<file path="src/rtl/map_ram_arbiter_pkg.sv">
// Shared constants and types for the tile-map RAM arbiter.
package map_ram_arbiter_pkg;

  localparam int MAP_COLS       = 28;
  localparam int MAP_ROWS       = 36;
  localparam int MAP_AW_DEFAULT = 10;

  // Item code held in bits [7:6] of each map byte.
  localparam logic [1:0] I_NONE      = 2'd0;
  localparam logic [1:0] I_DOT       = 2'd1;
  localparam logic [1:0] I_ENERGIZER = 2'd2;
  localparam logic [1:0] I_WALL      = 2'd3;

  // Owner of the RAM port for one cycle.
  typedef enum logic [1:0] {
    IDLE   = 2'd0,
    RENDER = 2'd1,
    GAME   = 2'd2,
    FORCE  = 2'd3
  } slot_e;

  // Tag that travels with each issued read until its data comes back.
  typedef struct packed {
    logic render;
    logic game_rd;
  } tag_t;

endpackage

</file>
<file path="src/rtl/map_req_fifo.sv">
// Small synchronous FIFO for buffered game-logic RAM requests.
module map_req_fifo
  import map_ram_arbiter_pkg::*;
#(
  parameter int WIDTH = 19,
  parameter int DEPTH = 4
) (
  input  logic                   i_clk,
  input  logic                   i_rst,
  input  logic                   i_push,
  input  logic                   i_pop,
  input  logic [WIDTH-1:0]       i_wdata,
  output logic [WIDTH-1:0]       o_rdata,
  output logic [$clog2(DEPTH):0] o_level,
  output logic                   o_full,
  output logic                   o_empty
);

  localparam int PW = $clog2(DEPTH);

  logic [WIDTH-1:0] mem_q [DEPTH];
  logic [PW-1:0]    wr_ptr_q, wr_ptr_d;
  logic [PW-1:0]    rd_ptr_q, rd_ptr_d;
  logic [PW:0]      level_q, level_d;
  logic             do_push, do_pop;

  assign o_full  = (level_q == (PW+1)'(DEPTH));
  assign o_empty = (level_q == '0);
  assign o_level = level_q;
  assign o_rdata = mem_q[rd_ptr_q];
  assign do_push = i_push && !o_full;
  assign do_pop  = i_pop && !o_empty;

  // Pointer and occupancy update; DEPTH is a power of two so pointers wrap naturally.
  always_comb begin
    wr_ptr_d = wr_ptr_q;
    rd_ptr_d = rd_ptr_q;
    level_d  = level_q;
    if (do_push) wr_ptr_d = wr_ptr_q + PW'(1);
    if (do_pop)  rd_ptr_d = rd_ptr_q + PW'(1);
    if (do_push && !do_pop)      level_d = level_q + (PW+1)'(1);
    else if (do_pop && !do_push) level_d = level_q - (PW+1)'(1);
  end

  // Control state; flushed by reset.
  always_ff @(posedge i_clk or posedge i_rst) begin
    if (i_rst) begin
      wr_ptr_q <= '0;
      rd_ptr_q <= '0;
      level_q  <= '0;
    end else begin
      wr_ptr_q <= wr_ptr_d;
      rd_ptr_q <= rd_ptr_d;
      level_q  <= level_d;
    end
  end

  // Entry storage; contents are meaningless until pushed, so no reset.
  always_ff @(posedge i_clk) begin
    if (do_push) mem_q[wr_ptr_q] <= i_wdata;
  end

endmodule

</file>
<file path="src/rtl/map_ram_arbiter.sv">
// Tile-map RAM arbiter: render reads have priority, game requests fill
// free slots from a FIFO, with an optional anti-starvation forced slot.
module map_ram_arbiter
  import map_ram_arbiter_pkg::*;
#(
  parameter int MAP_AW     = MAP_AW_DEFAULT,
  parameter int FIFO_DEPTH = 4,
  parameter int MAX_WAIT   = 0
) (
  input  logic                          i_clk,
  input  logic                          i_rst,
  input  logic                          i_rd_en,
  input  logic [MAP_AW-1:0]             i_rd_addr,
  output logic                          o_rd_valid,
  output logic [7:0]                    o_rd_data,
  input  logic                          i_req_valid,
  output logic                          o_req_ready,
  input  logic                          i_req_we,
  input  logic [MAP_AW-1:0]             i_req_addr,
  input  logic [7:0]                    i_req_wdata,
  output logic                          o_rsp_valid,
  output logic [7:0]                    o_rsp_data,
  output logic [MAP_AW-1:0]             o_ram_addr,
  output logic                          o_ram_we,
  output logic [7:0]                    o_ram_wdata,
  input  logic [7:0]                    i_ram_q,
  output logic [$clog2(FIFO_DEPTH):0]   o_fifo_level,
  output logic [15:0]                   o_drop_count
);

  localparam int FW     = 1 + MAP_AW + 8;
  localparam int WAIT_W = (MAX_WAIT > 0) ? $clog2(MAX_WAIT + 1) : 1;

  logic [FW-1:0]       head;
  logic                fifo_full, fifo_empty, push, pop;
  slot_e               slot;
  logic                head_we;
  logic [MAP_AW-1:0]   head_addr;
  logic [7:0]          head_wdata;

  logic [MAP_AW-1:0]   ram_addr_q, ram_addr_d;
  logic                ram_we_q, ram_we_d;
  logic [7:0]          ram_wdata_q, ram_wdata_d;
  logic [WAIT_W-1:0]   wait_cnt_q, wait_cnt_d;
  tag_t                tag_p0_q, tag_p0_d, tag_p1_q, tag_p1_d;
  logic                rd_valid_q, rd_valid_d, rsp_valid_q, rsp_valid_d;
  logic [7:0]          rd_data_q, rd_data_d, rsp_data_q, rsp_data_d;
  logic [15:0]         drop_q, drop_d;

  // Ready depends only on registered occupancy, so a pop never frees a slot early.
  assign o_req_ready = !fifo_full;
  assign push        = i_req_valid && o_req_ready;
  assign head_we     = head[FW-1];
  assign head_addr   = head[FW-2 -: MAP_AW];
  assign head_wdata  = head[7:0];

  map_req_fifo #(.WIDTH(FW), .DEPTH(FIFO_DEPTH)) u_fifo (
    .i_clk   (i_clk),
    .i_rst   (i_rst),
    .i_push  (push),
    .i_pop   (pop),
    .i_wdata ({i_req_we, i_req_addr, i_req_wdata}),
    .o_rdata (head),
    .o_level (o_fifo_level),
    .o_full  (fifo_full),
    .o_empty (fifo_empty)
  );

  // Slot owner for this edge: forced game slot, then render, then game.
  always_comb begin
    slot = IDLE;
    if ((MAX_WAIT != 0) && !fifo_empty && (wait_cnt_q == WAIT_W'(MAX_WAIT))) slot = FORCE;
    else if (i_rd_en)                                                       slot = RENDER;
    else if (!fifo_empty)                                                   slot = GAME;
  end

  // RAM port drive, wait counter, drop counter and read-return steering.
  always_comb begin
    ram_addr_d  = ram_addr_q;
    ram_we_d    = 1'b0;
    ram_wdata_d = ram_wdata_q;
    tag_p0_d    = '0;
    pop         = 1'b0;
    drop_d      = drop_q;
    case (slot)
      RENDER: begin
        ram_addr_d      = i_rd_addr;
        tag_p0_d.render = 1'b1;
      end
      GAME, FORCE: begin
        pop              = 1'b1;
        ram_addr_d       = head_addr;
        ram_we_d         = head_we;
        ram_wdata_d      = head_wdata;
        tag_p0_d.game_rd = !head_we;
        if ((slot == FORCE) && i_rd_en && (drop_q != 16'hFFFF)) drop_d = drop_q + 16'd1;
      end
      default: ;
    endcase

    wait_cnt_d = wait_cnt_q;
    if (pop || fifo_empty)                        wait_cnt_d = '0;
    else if (wait_cnt_q != WAIT_W'(MAX_WAIT))     wait_cnt_d = wait_cnt_q + WAIT_W'(1);

    tag_p1_d    = tag_p0_q;
    rd_valid_d  = tag_p1_q.render;
    rsp_valid_d = tag_p1_q.game_rd;
    rd_data_d   = tag_p1_q.render  ? i_ram_q : rd_data_q;
    rsp_data_d  = tag_p1_q.game_rd ? i_ram_q : rsp_data_q;
  end

  // All registered state; reset clears outputs and discards in-flight tags.
  always_ff @(posedge i_clk or posedge i_rst) begin
    if (i_rst) begin
      ram_addr_q  <= '0;
      ram_we_q    <= 1'b0;
      ram_wdata_q <= '0;
      wait_cnt_q  <= '0;
      tag_p0_q    <= '0;
      tag_p1_q    <= '0;
      rd_valid_q  <= 1'b0;
      rsp_valid_q <= 1'b0;
      rd_data_q   <= '0;
      rsp_data_q  <= '0;
      drop_q      <= '0;
    end else begin
      ram_addr_q  <= ram_addr_d;
      ram_we_q    <= ram_we_d;
      ram_wdata_q <= ram_wdata_d;
      wait_cnt_q  <= wait_cnt_d;
      tag_p0_q    <= tag_p0_d;
      tag_p1_q    <= tag_p1_d;
      rd_valid_q  <= rd_valid_d;
      rsp_valid_q <= rsp_valid_d;
      rd_data_q   <= rd_data_d;
      rsp_data_q  <= rsp_data_d;
      drop_q      <= drop_d;
    end
  end

  assign o_ram_addr   = ram_addr_q;
  assign o_ram_we     = ram_we_q;
  assign o_ram_wdata  = ram_wdata_q;
  assign o_rd_valid   = rd_valid_q;
  assign o_rd_data    = rd_data_q;
  assign o_rsp_valid  = rsp_valid_q;
  assign o_rsp_data   = rsp_data_q;
  assign o_drop_count = drop_q;

endmodule
</file>
<file path="config.mk">
export PLATFORM = sky130hd
export DESIGN_NAME = map_ram_arbiter
export DESIGN_NICKNAME = d
export VERILOG_FILES = /design/src/rtl/map_ram_arbiter_pkg.sv /design/src/rtl/map_req_fifo.sv /design/src/rtl/map_ram_arbiter.sv
export SDC_FILE = /design/constraint.sdc
export NUM_CORES = 1
export LEC_CHECK = 0
export CAP_MARGIN = 20
export CORE_UTILIZATION = 50
export CTS_BUF_LIST = sky130_fd_sc_hd__clkbuf_2 sky130_fd_sc_hd__clkbuf_4 sky130_fd_sc_hd__clkbuf_8
export DETAILED_ROUTE_END_ITERATION = 6
export PLACE_DENSITY_LB_ADDON = 0.2
export SLEW_MARGIN = 20
export SYNTH_ARGS = -nofsm -noshare
export SYNTH_HDL_FRONTEND = slang
export SYNTH_HIERARCHICAL = 1
export SYNTH_SLANG_ARGS = --single-unit
export TNS_END_PERCENT = 10
</file>
<file path="constraint.sdc">
create_clock -name i_clk -period 7 [get_ports i_clk]
set_input_delay 1.4 -clock i_clk [delete_from_list [all_inputs] [get_ports i_clk]]
set_output_delay 1.4 -clock i_clk [all_outputs]
set_load 0.01 [all_outputs]
</file>
==> impl_metrics.yaml, run 1 <==
timing:
  setup_viol: 0
  final.period_utilization_pct: 52.4
  finalCriticalPeriod_ns: 3.67
  rsz0062_at_grt: "no"
  fmax_ghz: 0.273
  slew_headroom_pct: 34.4
  tightest_slew_ns: 0.984
  final_hold_viol_count: 0
  fin_skew_ns: 0.0104
  tns_ns: 0
  drv_slew: 0
floorplanning:
  die_h_um: 104
  io_pins: 98
  die_x_um: 104
  initial_core_util_pct: 52.4
  die_area_mm2: 0.0108
  rows: 36
  core_area_mm2: 0.00991
global_route:
  grt_pass1_wl_mm: 14.3
  grt_use_total_pct: 17.7
  grt_max_degree: 58
  grt_antenna_before_repair: 0
  gr-total-overflow: 0
  grt_pass1_vias: 2734
yosys:
  mappedNetlistNets: 321
  netlist_area_mm2: 0.00519
  synth_warnings: 6
  yosysSeqAreaShare_pct: 74.8
  netlist_instances: 274
  yosysUniqueCellTypes: 27
  syn_avg_cell_area_um2: 19.0
  ys_ff_latch: 140
placement:
  dpl.hpwl_mm: 5.63
  gp_congestion: 0.703
  port_buffers: 97
route:
  drt_wl_total_mm: 8.81
  drc: 0
  drtAntennaViolNets: 0
  via_count: 2598
  drt_iter0_drc: 114
  avgViaCountPerCell: 5.07
  wl_per_cell_um: 17.2
  first_pass_iters: 6
cts:
  clkSinkCount: 140
  cts-htree-levels: 4
  cts_tree: "yes"
  insertion_delay_ns: 0.42
  holdBufCountCts: 0
  post_cts_buffers: 0
  cts_max_path_buffers: 2
  cts_inserted_buffers: 17
  ctsResizeCount: 0
  cts-root-buf: "clkbuf_8"
  path_clk_slew_ns: 0.08
critical_path:
  r2r.worst_path.cells: 10
  crit_path_cell_trace: "clkdlybuf4s50_1, nor2_4, nand2b_1, ha_1, inv_1, fa_1, mux2_2"
  timing.rr.start: "u_fifo/o_level[0]"
  start_kind: "input port"
  end_kind: "flop"
  critical_path_peak_fanout: 23
  criticalPathCategory: "in -> reg"
  required_ns: 7.31
  worstPathArrival_ns: 3.97
  crit_end: "u_fifo/o_level[1]"
  worst_path_max_delay_cell: "clkdlybuf4s50_1"
  worstSetupStartpoint: "i_rd_en"
  reg2reg_to: "u_fifo/o_level[2]"
  r2r_slack_ns: 4.52
  slowest_delay_ns: 0.88
job:
  drv_cap: 0
power_and_ir_drop:
  p_total_mw: 2.64
  p_per_area_mw_per_mm2: 396
  ir_worst_vdd_mv: 0.209
  power_leakage_nw: 2.49
layout:
  final_common_cell: "clkdlybuf4s50_1"
  syn2layout_area_growth_pct: 28.2
  antenna_cells: 0
  final_cell_mix: "clkdlybuf4s50_1, edfxtp_1, dfrtp_1"
  nNetsFinal: 413
  final_layout_size_suffix_gt1_share_pct: 23.0
status:
  status: "finished, final reports clean"
hold_path:
  hold_class: "reg -> reg"
cell type report:
| cell class | instances | area [um2] |
|---|---|---|
| clock buffers | 17 | 234 |
| clock inverters | 15 | 196 |
| fillers | 683 | 3250 |
| inverters | 6 | 22.5 |
| multi-input cells | 101 | 1160 |
| flip-flops and latches | 140 | 3880 |
| well taps | 133 | 166 |
| repair buffers | 100 | 993 |
power by group:
group | leakage, nW | total [mW] | internal, mW | switching (mW)
Combinational | 0.804 | 0.745 | 0.439 | 0.306
Clock | 0.200 | 0.688 | 0.387 | 0.300
Sequential | 1.49 | 1.20 | 1.08 | 0.127
per-layer routing:
layer / GRT usage, % / routed length (um) / vias to the layer above
met5: 0 / 0 / -
met4: 5.31 / 46 / 0
met3: 5.14 / 440 / 7
met2: 29.0 / 4420 / 102
met1: 23.2 / 3910 / 1302
li1: - / - / 1187
synthesized netlist by cell type, drive strengths merged:
| cell | n | area, um2 |
|---|---|---|
| and2 | 5 | 36.3 |
| buf | 9 | 62.6 |
| clkbuf | 18 | 67.6 |
| dfrtp | 64 | 1600 |
| edfxtp | 76 | 2280 |
| fa | 1 | 20.0 |
| ha | 5 | 62.6 |
| inv | 6 | 22.5 |
| mux2 | 26 | 297 |
| mux2i | 10 | 100 |
| mux4 | 19 | 428 |
| nand2 | 10 | 37.5 |
| nand2b | 1 | 6.26 |
| nand3b | 1 | 7.51 |
| nor2 | 2 | 15.0 |
| nor2b | 2 | 15.0 |
| nor3 | 2 | 10.0 |
| nor3b | 1 | 18.8 |
| o21ai | 10 | 50.1 |
| xnor2 | 4 | 35.0 |
| xor2 | 2 | 17.5 |
cells by family (layout without fill, tap and decap cells):
logic type	after synthesis	after routing	synth area share [%]
DFF	140	140	74.8
xor gates and xnor gates	6	6	1.01
muxes	55	55	15.9
buffers and inverters	33	138	2.94
and+or+nand+nor	24	24	2.82
AOI/OAI and AO/OA	10	10	0.964
adders and majority gates	6	6	1.59
worst max-delay path: cells and delay by family:
kind | cells | cell delay (ns)
and+or+nand+nor | 2 | 0.72
adders and majority gates | 2 | 0.64
muxes | 1 | 0.26
buffers and inverters | 2 | 0.95
through the flow:
step           instance area [um2]  util, %  instances  setup slack [ns]  hold slack [ns]
3_5_place_dp                  6230     62.8        480              2.89            0.336
6_report                      6660     67.2        512              3.33            0.347
2_1_floorplan                 5190        -        274              4.19            0.331
5_1_grt                       6660     67.2        512              3.19            0.354
4_1_cts                       6660     67.2        512              3.37            0.351
3_3_place_gp                  6230     62.8        480              2.94            0.334
registers in the layout, indices dropped and copies added, names as in the netlist:
| signal | cells |
|---|---|
| o_drop_count | 16 |
| o_ram_wdata | 8 |
| u_fifo/o_level | 3 |
| tag_p0_q | 2 |
| o_rd_data | 8 |
| o_rd_valid | 1 |
| rsp_valid_d | 1 |
| o_rsp_data | 8 |
| o_rsp_valid | 1 |
| rd_valid_d | 1 |
| u_fifo/wr_ptr_q | 2 |
| u_fifo/mem_q | 76 |
| o_ram_addr | 10 |
| u_fifo/rd_ptr_q | 2 |
| o_ram_we | 1 |
how the worst min path moves through the flow:
stage                     start           to  depth (start not counted)
floorplan           tag_p0_q[1]   rd_valid_d                          0
global placement    tag_p0_q[1]   rd_valid_d                          0
detailed placement  tag_p0_q[0]  rsp_valid_d                          0
CTS                 tag_p0_q[0]  rsp_valid_d                          0
global route        tag_p0_q[0]  rsp_valid_d                          0
finish              tag_p0_q[0]  rsp_valid_d                          0
Power figures use the tool's default switching activity.
==> run 2, diff against run 1 <==
clock period = 3.8 ns   (was 7 ns; I/O delays follow)
==> run 2 against run 1 <==
Net effect: combinational power is 81% higher; total power is 89% higher; via count is 1.5% lower; sequential power is 87% higher; non-clock buffer count is 1 higher; sequential cell count stayed put; clock skew is 0.0041 ns lower; global-route usage is 0.12 points higher; critical path depth is 2 higher; critical endpoint is now u_fifo/o_level[2]; highest routed layer unchanged.
==> impl_metrics.yaml, run 2 (synthesis gave the netlist of run 1 again) <==
layout:
  final_common_cell: "clkdlybuf4s50_1"
  finalInstanceArea_mm2: 0.00672
  final_layout_size_suffix_gt1_share_pct: 23.7
  final_cell_count_no_fill: 513
  regMostFlops: "u_fifo/mem_q"
  syn2layout_area_growth_pct: 29.4
  largest_register_ffs: 76
  nNetsFinal: 414
  final_cell_mix: "clkdlybuf4s50_1, edfxtp_1, dfrtp_1"
  antenna_cells: 0
critical_path:
  r2r.worst_path.cells: 9
  worstPathArrival_ns: 2.89
  worstSetupStartpoint: "u_fifo/o_level[0]"
  criticalPathCategory: "reg -> reg"
  worst_path_max_delay_cell: "nor3_2"
  reg2reg_to: "u_fifo/o_level[2]"
  timing.rr.start: "u_fifo/o_level[0]"
  required_ns: 4.14
  slowest_delay_ns: 0.54
  start_kind: "flop"
  r2r_slack_ns: 1.25
  crit_end: "u_fifo/o_level[2]"
  end_kind: "flop"
  critical_path_peak_fanout: 11
  crit_top_cell: "xor2_1"
  crit_path_cell_trace: "nor3_2, nor2_4, nand2b_1, ha_1, inv_1, fa_1, xor2_1, nor2_1, xor2_1"
power_and_ir_drop:
  p_total_mw: 4.99
  p_comb_share_pct: 27.1
  p_seq_share_pct: 44.8
  power.internal_mw: 3.68
  switchingPower_mw: 1.30
  sw_frac_of_total_pct: 26.1
  ir_worst_vdd_mv: 0.420
  p_per_area_mw_per_mm2: 742
  power_leakage_nw: 2.55
  pwr-share-clk_pct: 28.1
placement:
  gp_congestion: 0.722
  port_buffers: 97
  dp.cells: 481
  dpl.hpwl_mm: 5.56
  place_area_mm2: 0.00623
global_route:
  grt_pass1_vias: 2760
  grt_use_total_pct: 17.8
  grt_max_degree: 35
  gr-total-overflow: 0
  grt_antenna_before_repair: 0
  grt_pass1_wl_mm: 14.1
hold_path:
  hold_class: "reg -> reg"
  hold_depth: 0
  hold_start: "tag_p0_q[0]"
cts:
  insertion_delay_ns: 0.42
  ctsResizeCount: 0
  cts_inserted_buffers: 17
  clkSinkCount: 140
  cts_tree: "yes"
  path_clk_slew_ns: 0.07
  post_cts_buffers: 0
  holdBufCountCts: 0
  cts-root-buf: "clkbuf_8"
  cts_max_path_buffers: 2
  cts-htree-levels: 4
timing:
  worst_hold_slack_ns: 0.343
  tightest_slew_ns: 0.949
  drv_slew: 0
  setup_viol: 0
  final.period_utilization_pct: 67.1
  slew_headroom_pct: 36.8
  tns_ns: 0
  finalCriticalPeriod_ns: 2.55
  fmax_ghz: 0.392
  rsz0062_at_grt: "no"
  fin_skew_ns: 0.00630
  final_hold_viol_count: 0
floorplanning:
  die_h_um: 104
  die_x_um: 104
  rows: 36
  initial_core_util_pct: 52.4
  die_area_mm2: 0.0108
  io_pins: 98
  core_area_mm2: 0.00991
route:
  avgViaCountPerCell: 4.99
  drt_wl_total_mm: 8.51
  first_pass_iters: 4
  drtAntennaViolNets: 0
  via_count: 2558
  drt_iter0_drc: 89
  drc: 0
  wl_per_cell_um: 16.6
status:
  status: "finished, final reports clean"
job:
  drv_cap: 0
[run 2: power by group through the flow]
stage	registers (mW)	clock network (mW)	logic (mW)
global placement	2.26	0	1.34
finish	2.24	1.40	1.35
global route	2.29	1.50	1.47
CTS	2.25	1.44	1.38
floorplan	2.22	0	0.840
detailed placement	2.28	0	1.37
[run 2: per-stage QoR]
step	setup slack [ns]	util [%]
detailed placement	0.936	62.9
finish	1.25	67.8
CTS	1.20	67.8
global route	1.05	67.8
floorplan	1.39	-
global placement	0.986	62.9
[run 2: worst min-delay path by stage]
stage | end | slack, ns
after CTS | rsp_valid_d | 0.35
after global routing | rsp_valid_d | 0.35
after global placement | rsp_valid_d | 0.33
final | rsp_valid_d | 0.34
after floorplan | rd_valid_d | 0.33
after detailed placement | rsp_valid_d | 0.34
[run 2: layout make-up]
type | count | area, um2
flip-flops and latches | 140 | 3880
fillers | 701 | 3190
repair buffers | 101 | 1000
inverters | 6 | 22.5
multi-input cells | 101 | 1160
clock buffers | 20 | 269
clock inverters | 12 | 215
well taps | 133 | 166
[run 2: worst max-delay path, delay by kind of cell, from the launching register on]
kind	cells	cell delay (ns)
adders and majority gates	2	0.59
buffers and inverters	1	0.06
xor gates and xnor gates	2	0.31
and+or+nand+nor	4	1.02
DFF	1	0.48
[run 2: metal layers]
metal  vias up  wire, um  track usage (%)
met1      1274      3760             22.8
met3         9       428             6.02
li1       1190         -                -
met4         0        87             6.43
met2        85      4240             28.7
met5         -         0                0
==> run 3, diff against run 2 <==
CORE_UTILIZATION = 48   (was 50)
clock period = 2.2 ns   (was 3.8 ns; I/O delays follow)
==> run 3 against run 2 <==
Net effect: clock-buffer cell count decreased by 3; register-to-register slack worse by 1.1 ns; total power is 69% higher; die area increased by 4.1%; fmax is 25% higher; highest routed layer unchanged; via count rose by 4.1%; hold slack worse by 0.016 ns; combinational power grew 99%; global-route usage fell by 0.22 points.
==> impl_metrics.yaml, run 3 (synthesis gave the netlist of run 1 again) <==
floorplanning:
  core_area_mm2: 0.0104
  initial_core_util_pct: 49.8
  rows: 37
  die_h_um: 106
  die_area_mm2: 0.0112
  die_x_um: 106
  io_pins: 98
route:
  drt_wl_total_mm: 8.70
  via_count: 2662
  wl_per_cell_um: 16.4
  drt_iter0_drc: 114
  drtAntennaViolNets: 0
  avgViaCountPerCell: 5.00
  first_pass_iters: 4
  drc: 0
timing:
  tightest_slew_ns: 0.375
  drv_slew: 0
  worst_hold_slack_ns: 0.328
  finalCriticalPeriod_ns: 2.03
  tns_ns: 0
  slew_headroom_pct: 75.0
  fin_skew_ns: 0.00903
  final_hold_viol_count: 0
  fmax_ghz: 0.492
  setup_viol: 0
  final.period_utilization_pct: 92.5
cts:
  insertion_delay_ns: 0.43
  holdBufCountCts: 0
  cts-htree-levels: 4
  path_clk_slew_ns: 0.08
  cts_max_path_buffers: 2
  clkSinkCount: 140
  cts-root-buf: "clkbuf_8"
  cts_inserted_buffers: 17
  cts_tree: "yes"
critical_path:
  end_kind: "flop"
  required_ns: 2.55
  timing.rr.start: "u_fifo/o_level[2]"
  criticalPathCategory: "reg -> reg"
  worstPathArrival_ns: 2.39
  start_kind: "flop"
  reg2reg_to: "u_fifo/o_level[2]"
  worstSetupStartpoint: "u_fifo/o_level[2]"
  r2r.worst_path.cells: 9
  critical_path_peak_fanout: 4
  r2r_slack_ns: 0.17
layout:
  fillers: 742
  antenna_cells: 0
  final_cell_mix: "clkdlybuf4s50_1, edfxtp_1, dfrtp_1"
  final_layout_size_suffix_gt1_share_pct: 27.8
  regMostFlops: "u_fifo/mem_q"
  syn2layout_area_growth_pct: 31.3
  final_common_cell: "clkdlybuf4s50_1"
  nNetsFinal: 430
  largest_register_ffs: 76
hold_path:
  hold_class: "in -> async"
power_and_ir_drop:
  p_per_area_mw_per_mm2: 1240
  p_total_mw: 8.44
  p_comb_share_pct: 31.8
  power_leakage_nw: 2.59
  p_seq_share_pct: 44.5
  ir_worst_vdd_mv: 0.715
  pwr-share-clk_pct: 23.7
  power.internal_mw: 6.04
  sw_frac_of_total_pct: 28.4
  switchingPower_mw: 2.40
global_route:
  grt_max_degree: 58
  grt_use_total_pct: 17.6
  grt_antenna_before_repair: 0
  grt_pass1_wl_mm: 14.4
  grt_pass1_vias: 2729
  gr-total-overflow: 0
placement:
  dpl.hpwl_mm: 5.96
  port_buffers: 97
  gp_congestion: 0.722
job:
  drv_cap: 0
status:
  status: "finished, final reports clean"
==> run 3: cell count changes in the layout (fill, tap and decap cells not counted), sizes merged <==
cell | before | now
clkinv | 5 | 6
clkdlybuf4s50 | 97 | 96
clkinvlp | 0 | 3
dlymetal6s2s | 0 | 1
bufinv | 6 | 2
clkbuf | 20 | 17
inv | 7 | 10
buf | 4 | 20
==> run 3: critical path, stage by stage, from the launching register on <==
cell and delay (ns):
dfrtp_2 0.45, nor3b_4 0.18, nor2b_1 0.10, nor2b_2 0.18, ha_2 0.20, inv_1 0.05
fa_1 0.37, xor2_1 0.15, nor2_1 0.11, xor2_1 0.17
==> run 3: through the flow <==
step           cell area [um2]  utilization (%)  instances  setup slack, ns
2_1_floorplan             5200                -        274          0.00642
4_1_cts                   6780             65.1        529          0.00377
5_1_grt                   6820             65.5        532          -0.0170
3_5_place_dp              6390             61.3        497          -0.0939
6_report                  6820             65.5        532            0.166
3_3_place_gp              6390             61.3        497          -0.0282
==> run 3: how the worst max path moves through the flow <==
stage and to:
2_1_floorplan u_fifo/o_level[2], 3_3_place_gp u_fifo/o_level[2], 3_5_place_dp u_fifo/o_level[2], 4_1_cts o_req_ready, 5_1_grt u_fifo/o_level[2], 6_report u_fifo/o_level[2]
==> run 3: what timing repair did <==
item                                    CTS  global route
gates resized for setup                   1             5
pin swaps                                 0             1
hold endpoints to repair                  0             0
endpoints found under the setup margin    1             2
setup buffers                             0             3
==> run 3: area by class of cell <==
class | count | area [um2] | share of cell area (%)
Sequential cell | 140 | 3890 | 57.0
Tap cell | 136 | 170 | 2.49
Clock buffer | 17 | 234 | 3.43
Multi-Input combinational cell | 101 | 1170 | 17.2
Timing Repair Buffer | 117 | 1170 | 17.2
Inverter | 6 | 22.5 | 0.330
Clock inverter | 15 | 163 | 2.38
==> run 3: power by group through the flow <==
stage / logic [mW] / registers (mW) / clock network (mW)
floorplan: 1.45 / 3.84 / 0
global placement: 2.63 / 3.77 / 0
detailed placement: 2.67 / 3.81 / 0
CTS: 2.68 / 3.75 / 2.07
global route: 2.92 / 3.81 / 2.18
finish: 2.69 / 3.75 / 2.00
==> run 3: metal layers <==
metal	part of all wire, %	GRT usage [%]
met4	1.5	7.14
met1	44	22.7
met2	49	27.5
met5	0	0
met3	6.0	6.07
